File: src/rtl/mcs4_pkg.sv
// ----------------------------------------------------------------------------
// mcs4_pkg
// Shared constants for the MCS-4 instruction cycle sequencer.
//   - PH_A1 .. PH_X3 : subcycle index within the 8-subcycle instruction cycle
//   - OPR_*          : first-word OPR opcode values
//   - is_double_cycle: 1 when the first instruction word needs a second cycle
// ----------------------------------------------------------------------------
package mcs4_pkg;

   localparam logic [2:0] PH_A1 = 3'd0;
   localparam logic [2:0] PH_A2 = 3'd1;
   localparam logic [2:0] PH_A3 = 3'd2;
   localparam logic [2:0] PH_M1 = 3'd3;
   localparam logic [2:0] PH_M2 = 3'd4;
   localparam logic [2:0] PH_X1 = 3'd5;
   localparam logic [2:0] PH_X2 = 3'd6;
   localparam logic [2:0] PH_X3 = 3'd7;

   localparam logic [3:0] OPR_NOP     = 4'h0;
   localparam logic [3:0] OPR_JCN     = 4'h1;
   localparam logic [3:0] OPR_FIM_SRC = 4'h2;
   localparam logic [3:0] OPR_FIN_JIN = 4'h3;
   localparam logic [3:0] OPR_JUN     = 4'h4;
   localparam logic [3:0] OPR_JMS     = 4'h5;
   localparam logic [3:0] OPR_INC     = 4'h6;
   localparam logic [3:0] OPR_ISZ     = 4'h7;
   localparam logic [3:0] OPR_ADD     = 4'h8;
   localparam logic [3:0] OPR_SUB     = 4'h9;
   localparam logic [3:0] OPR_LD      = 4'hA;
   localparam logic [3:0] OPR_XCH     = 4'hB;
   localparam logic [3:0] OPR_BBL     = 4'hC;
   localparam logic [3:0] OPR_LDM     = 4'hD;
   localparam logic [3:0] OPR_IO      = 4'hE;
   localparam logic [3:0] OPR_ACC     = 4'hF;

   // FIM and FIN share their OPR with SRC and JIN; opa[0] tells them apart.
   function automatic logic is_double_cycle(input logic [3:0] opr,
                                            input logic [3:0] opa);
      case (opr)
         OPR_JCN, OPR_JUN, OPR_JMS, OPR_ISZ: return 1'b1;
         OPR_FIM_SRC, OPR_FIN_JIN:           return (opa & 4'h1) == 4'h0;
         default:                            return 1'b0;
      endcase
   endfunction

endpackage

File: src/rtl/subcycle_timer.sv
// ----------------------------------------------------------------------------
// subcycle_timer
// Self-timed generator of the 8-subcycle instruction timing (A1..X3).
// Ports:
//   sysclk     in   system clock, rising edge
//   poc        in   power-on clear, asynchronous, active-high
//   park_req   in   park in A1 at the coming wrap (only meaningful at X3 end)
//   hold       in   keeps the timer parked while high
//   phase      out  one-hot current subcycle (bit 0 = A1)
//   phase_last out  registered, high on the final tick of each subcycle
//   sync       out  registered, high for all of subcycle SYNC_PHASE
//   parked     out  timer is parked in A1 with the tick frozen at 0
// ----------------------------------------------------------------------------
module subcycle_timer
   import mcs4_pkg::*;
#(
   parameter int TICKS_PER_PHASE = 2,
   parameter int SYNC_PHASE      = 7
) (
   input  logic       sysclk,
   input  logic       poc,
   input  logic       park_req,
   input  logic       hold,
   output logic [7:0] phase,
   output logic       phase_last,
   output logic       sync,
   output logic       parked
);

   localparam int         TW       = $clog2(TICKS_PER_PHASE);
   localparam logic [7:0] PHASE_A1 = 8'd1 << PH_A1;

   if (TICKS_PER_PHASE < 2) begin : g_bad_ticks
      $error("TICKS_PER_PHASE must be at least 2");
   end
   if (SYNC_PHASE < 0 || SYNC_PHASE > 7) begin : g_bad_sync
      $error("SYNC_PHASE must be 0..7");
   end

   logic [TW-1:0] tick;
   logic [TW-1:0] tick_nxt;
   logic          tick_wrap;
   logic [7:0]    phase_nxt;

   always_comb begin
      tick_wrap = (tick == TW'(TICKS_PER_PHASE - 1));
      tick_nxt  = tick_wrap ? '0 : tick + TW'(1);
      phase_nxt = tick_wrap ? {phase[6:0], phase[7]} : phase;
   end

   // phase_last and sync are computed from the next state so that they line
   // up with the tick/phase they describe rather than lagging by one cycle.
   always_ff @(posedge sysclk or posedge poc) begin
      if (poc) begin
         tick       <= '0;
         phase      <= PHASE_A1;
         phase_last <= 1'b0;
         sync       <= 1'b0;
         parked     <= 1'b0;
      end else if (parked) begin
         // Tick stays 0 in A1; the release edge itself does not advance.
         if (!hold) begin
            parked <= 1'b0;
            sync   <= phase[SYNC_PHASE];
         end
      end else if (park_req) begin
         tick       <= '0;
         phase      <= PHASE_A1;
         phase_last <= 1'b0;
         sync       <= 1'b0;
         parked     <= 1'b1;
      end else begin
         tick       <= tick_nxt;
         phase      <= phase_nxt;
         phase_last <= (tick_nxt == TW'(TICKS_PER_PHASE - 1));
         sync       <= phase_nxt[SYNC_PHASE];
      end
   end

endmodule

File: src/rtl/instr_cycle_sequencer.sv
// ----------------------------------------------------------------------------
// instr_cycle_sequencer
// Self-timed 4004-style instruction cycle sequencer: generates A1..X3 timing,
// latches OPR/OPA and the second word of double-cycle instructions, evaluates
// the JCN/ISZ/JUN/JMS jump condition and signals instruction completion.
// Optional build macro SEQ_HOLD_EN adds the hold/hold_ack park handshake.
// Ports:
//   sysclk     in   system clock, rising edge
//   poc        in   power-on clear, asynchronous, active-high
//   data_in    in   common data bus (read side)
//   test_n     in   conditioned TEST pin, active-low
//   acc_zero   in   ACC == 0 from the ALU
//   carry      in   CY from the ALU
//   isz_zero   in   ISZ increment result == 0, from SP
//   hold       in   (SEQ_HOLD_EN) park request, sampled at instruction end
//   hold_ack   out  (SEQ_HOLD_EN) sequencer parked in A1
//   phase      out  one-hot subcycle, bit 0 = A1 .. bit 7 = X3
//   phase_last out  final tick of the current subcycle
//   sync       out  high for all of subcycle SYNC_PHASE
//   opr, opa   out  latched first instruction word
//   operand    out  second instruction word {OPR2, OPA2}
//   dc         out  second cycle of a double-cycle instruction in progress
//   jump_taken out  jump condition of the current instruction
//   instr_done out  one-sysclk pulse after the instruction's last X3
// ----------------------------------------------------------------------------
module instr_cycle_sequencer
   import mcs4_pkg::*;
#(
   parameter int TICKS_PER_PHASE = 2,
   parameter int SYNC_PHASE      = 7,
   parameter int DATA_W          = 4
) (
   input  logic                sysclk,
   input  logic                poc,
   input  logic [DATA_W-1:0]   data_in,
   input  logic                test_n,
   input  logic                acc_zero,
   input  logic                carry,
   input  logic                isz_zero,
`ifdef SEQ_HOLD_EN
   input  logic                hold,
   output logic                hold_ack,
`endif
   output logic [7:0]          phase,
   output logic                phase_last,
   output logic                sync,
   output logic [DATA_W-1:0]   opr,
   output logic [DATA_W-1:0]   opa,
   output logic [2*DATA_W-1:0] operand,
   output logic                dc,
   output logic                jump_taken,
   output logic                instr_done
);

   if (DATA_W != 4) begin : g_bad_width
      $error("DATA_W must be 4");
   end

   function automatic logic eval_jump(input logic [3:0] op_r,
                                      input logic [3:0] op_a,
                                      input logic       az,
                                      input logic       cy,
                                      input logic       tn,
                                      input logic       iz);
      case (op_r)
         OPR_JCN:          return ((op_a[2] & az) | (op_a[1] & cy) | (op_a[0] & ~tn)) ^ op_a[3];
         OPR_ISZ:          return ~iz;
         OPR_JUN, OPR_JMS: return 1'b1;
         default:          return 1'b0;
      endcase
   endfunction

   logic hold_int;
   logic parked;
   logic cap_m1;
   logic cap_m2;
   logic last_x3;
   logic first_dbl;
   logic completes;
   logic park_req;

`ifdef SEQ_HOLD_EN
   assign hold_int = hold;
   assign hold_ack = parked;
`else
   assign hold_int = 1'b0;
`endif

   always_comb begin
      cap_m1    = phase[PH_M1] & phase_last;
      cap_m2    = phase[PH_M2] & phase_last;
      last_x3   = phase[PH_X3] & phase_last & ~parked;
      first_dbl = is_double_cycle(opr, opa);
      completes = last_x3 & (dc | ~first_dbl);
      // A hold seen during a first cycle that sets dc waits for cycle two.
      park_req  = completes & hold_int;
   end

   subcycle_timer #(
      .TICKS_PER_PHASE (TICKS_PER_PHASE),
      .SYNC_PHASE      (SYNC_PHASE)
   ) u_timer (
      .sysclk     (sysclk),
      .poc        (poc),
      .park_req   (park_req),
      .hold       (hold_int),
      .phase      (phase),
      .phase_last (phase_last),
      .sync       (sync),
      .parked     (parked)
   );

   always_ff @(posedge sysclk or posedge poc) begin
      if (poc) begin
         opr        <= '0;
         opa        <= '0;
         operand    <= '0;
         dc         <= 1'b0;
         jump_taken <= 1'b0;
         instr_done <= 1'b0;
      end else begin
         instr_done <= 1'b0;

         // opr keeps the first word during cycle two, so FIN is still
         // recognisable and its fetched data never lands in operand.
         if (cap_m1) begin
            if (!dc)                    opr <= data_in;
            else if (opr != OPR_FIN_JIN) operand[2*DATA_W-1:DATA_W] <= data_in;
         end
         if (cap_m2) begin
            if (!dc)                    opa <= data_in;
            else if (opr != OPR_FIN_JIN) operand[DATA_W-1:0] <= data_in;
         end

         if (last_x3) begin
            if (dc) begin
               dc         <= 1'b0;
               instr_done <= 1'b1;
            end else begin
               dc         <= first_dbl;
               instr_done <= ~first_dbl;
               jump_taken <= eval_jump(opr, opa, acc_zero, carry, test_n, isz_zero);
            end
         end
      end
   end

endmodule

File: config.mk
export PLATFORM = sky130hd
export DESIGN_NAME = instr_cycle_sequencer
export DESIGN_NICKNAME = d
export VERILOG_FILES = /design/src/rtl/mcs4_pkg.sv /design/src/rtl/subcycle_timer.sv /design/src/rtl/instr_cycle_sequencer.sv
export SDC_FILE = /design/constraint.sdc
export NUM_CORES = 1
export LEC_CHECK = 0
export ABC_AREA = 1
export BUFFER_PORTS_ARGS = -buffer_cell sky130_fd_sc_hd__clkbuf_2
export CAP_MARGIN = 25
export CELL_PAD_IN_SITES_DETAIL_PLACEMENT = 0
export CELL_PAD_IN_SITES_GLOBAL_PLACEMENT = 1
export CORE_ASPECT_RATIO = 1.25
export CORE_MARGIN = 1.5
export CORE_UTILIZATION = 25
export DETAILED_ROUTE_END_ITERATION = 7
export HOLD_SLACK_MARGIN = 0.05
export PLACE_DENSITY_LB_ADDON = 0.12
export SLEW_MARGIN = 20
export SYNTH_ARGS = -nofsm -noshare
export SYNTH_HDL_FRONTEND = slang
export SYNTH_SLANG_ARGS = --single-unit
File: constraint.sdc
create_clock -name sysclk -period 2.46 [get_ports sysclk]
set_clock_uncertainty 0.05 [all_clocks]
set_input_delay 0.492 -clock sysclk [delete_from_list [all_inputs] [get_ports sysclk]]
set_output_delay 0.492 -clock sysclk [all_outputs]
set_load 0.03 [all_outputs]
==> flow_summary.ini <==
[layout]
diodes = 0
fillers = 506
num-nets-final = 184
drive_above_1_share_pct = 32.9
area_growth_pct = 28.0
final_cell_area_um2 = 1490
post-route-util_pct = 33.5
fin_cells = 231

[yosys]
ys_types = 16
synth_area_leaders = dfrtp_1, nand2_1, o21ai_0
syn_area_um2 = 1170
ys_warn_count = 0
syn_inst = 132
synth_top_area_share_pct = 57.9
synth_nets = 142
ys_seq_elements = 28
yosysSeqAreaShare_pct = 60.2
yosysTopAreaCell = dfrtp_1
syn_avg_cell_area_um2 = 8.83

[placed_design]
port_buffers = 38
placedCellCount = 227
placed_area_um2 = 1420
place.detailed.hpwl_mm = 2.10
gp_congestion = 0.750
post-place-ws_ns = 1.12

[timing]
fin_crit_ns = 1.64
rsz0062_at_grt = no
slew_violations = 0
whs_ns = 0.140
setup_viol = 0
fin_crit_sh_pct = 66.5
hold_viol_final = 0
tns_ns = 0
worstMarginPinSlew_ns = 0.470
max_freq_mhz = 611
worst_slack_ns = 0.825
maxSlewHeadroom_pct = 68.6

[worst_setup_path]
critical_path_class = register to primary output
path_buf_inv = 1
worst_path_max_delay_cell = dfrtp_1
critPathRequiredTime_ns = 1.92
crit_family = flip-flops
crit_fanout = 10
cp_cell_sequence = clkbuf_2
slowest_delay_ns = 0.55
worstSetupEndpointType = primary output
critPathArrivalTime_ns = 1.09
cp-start-kind = register

[clock_network]
cts_tree = yes
ctsRootBufferMaster = clkbuf_8
postCtsSetupRepairBufs = 0
cts_max_level = 1
clk_path_buf_depth = 2
cts_resized = 0
clkLatencyLatePin_ns = 0.28
clk_pin_slew_ns = 0.10
clkSinkCount = 28
cts_hold_buf = 0
numCtsBuffers = 3

[route]
drc_errors = 0
drt-total-wl_mm = 2.62
viasPerCell = 4.17
drtIter0Drc = 30
wl_per_cell_um = 11.4
drt-pass1-iter-count = 2
vias = 963
wl_met1_mm = 1.14
wl_met2_mm = 1.32
antenna_violating_nets_post_route = 0
top_layer = met4
wl_met3_um = 125

[grt]
grt_pass1_wl_mm = 4.40
antenna_found_initial = 0
grt_max_degree = 17
grt_overflow = 0
grt_pass1_vias = 935
grt_usage_pct = 11.1

[floorplanning]
io_pins = 39
coreArea_um2 = 4460
start_util_pct = 26.2
die_h_um = 79.4
die_area_um2 = 5090
rows = 27
fp.dieW_um = 64.1

[pwr]
finalPower_mw = 0.851
pwr_density_cell_nw_per_um2 = 570
ir_drop_mv = 0.155
power.leakage_nw = 0.843

[worst_hold_path]
hp-class = input pin to async pin

[run_status]
status = finished, final reports clean

[job]
maxCapViolCount = 0
==> metal layers <==
layer,global-route usage (%),vias up
met5,0,-
met2,19.8,26
met3,2.41,5
met4,3.91,0
li1,-,495
met1,13.1,437
==> cells in the mapped netlist, drive strengths merged <==
cell,n
inv,15
o21ai,19
nand4,1
dfrtp,27
nand3,6
buf,2
dfstp,1
nor2,6
a21oi,1
nand2,53
o21a,1
==> worst reg2reg max path: cells and delay by family (launching register included) <==
family                 cells  cell delay (ns)
buffers and inverters      1             0.09
and+or+nand+nor            3             0.38
AOI/OAI and AO/OA          1             0.06
DFF                        1             0.55
==> state kept, by name, indices dropped and copies added, names as in the netlist <==
signal,cells
operand,8
u_timer.sync,1
jump_taken,1
instr_done,1
u_timer.phase,7
dc,1
opr,4
opa,4
u_timer.phase_last,1
==> kinds of logic (layout without fill, tap and decap cells) <==
family / count (synthesis) / after routing / synth area share [%]
simple gates: 66 / 66 / 24.5
flops: 28 / 28 / 60.2
buf+inv: 17 / 58 / 6.12
compound gates: 21 / 21 / 9.23
==> path summary, 6_finish.rpt <==
check / startpoint / end / slack (ns) / depth (start not counted)
worst min register to register: u_timer.phase[0]$_DFFE_PP1P_ / u_timer.phase[0]$_DFFE_PP1P_ / 0.42 / 2
worst min-delay path: poc / u_timer.phase[3]$_DFFE_PP0P_ / 0.14 / 2
max in group asynchronous: poc / operand[5]$_DFFE_PP0P_ / 1.63 / 3
worst max-delay path: u_timer.phase_last$_DFF_PP0_ / phase_last / 0.82 / 1
worst max register to register: u_timer.phase_last$_DFF_PP0_ / operand[1]$_DFFE_PP0P_ / 1.23 / 5
min in group sysclk: u_timer.phase[0]$_DFFE_PP1P_ / u_timer.phase[0]$_DFFE_PP1P_ / 0.42 / 2
==> final cells by class <==
type                            instances  area (um^2)  area share [%]
Timing Repair Buffer                   39          198            13.2
Clock buffer                            3         41.3            2.77
Inverter                               15         56.3            3.77
Multi-Input combinational cell         87          393            26.3
Clock inverter                          1         30.0            2.01
Tap cell                               58         72.6            4.86
Sequential cell                        28          702            47.0
==> report_power, final <==
group	leakage (nW)	switching [mW]	total, mW	internal (mW)
clock network	0.0357	0.148	0.366	0.218
logic	0.514	0.0170	0.0245	0.00759
registers	0.294	0	0.460	0.460
total	0.843	0.165	0.851	0.686
==> placed cells by master, fill, tap and decap left out, types with 2 or more instances in the layout <==
cell      instances
nand2_1          49
inv_2             4
o21ai_1           8
o21ai_0          11
clkbuf_8          3
clkbuf_2         38
nor2_1            3
nand2_2           4
dfrtp_1          27
nand3_2           2
nor2_2            3
nand3_1           4
inv_1            11
Power figures use the tool's default switching activity.
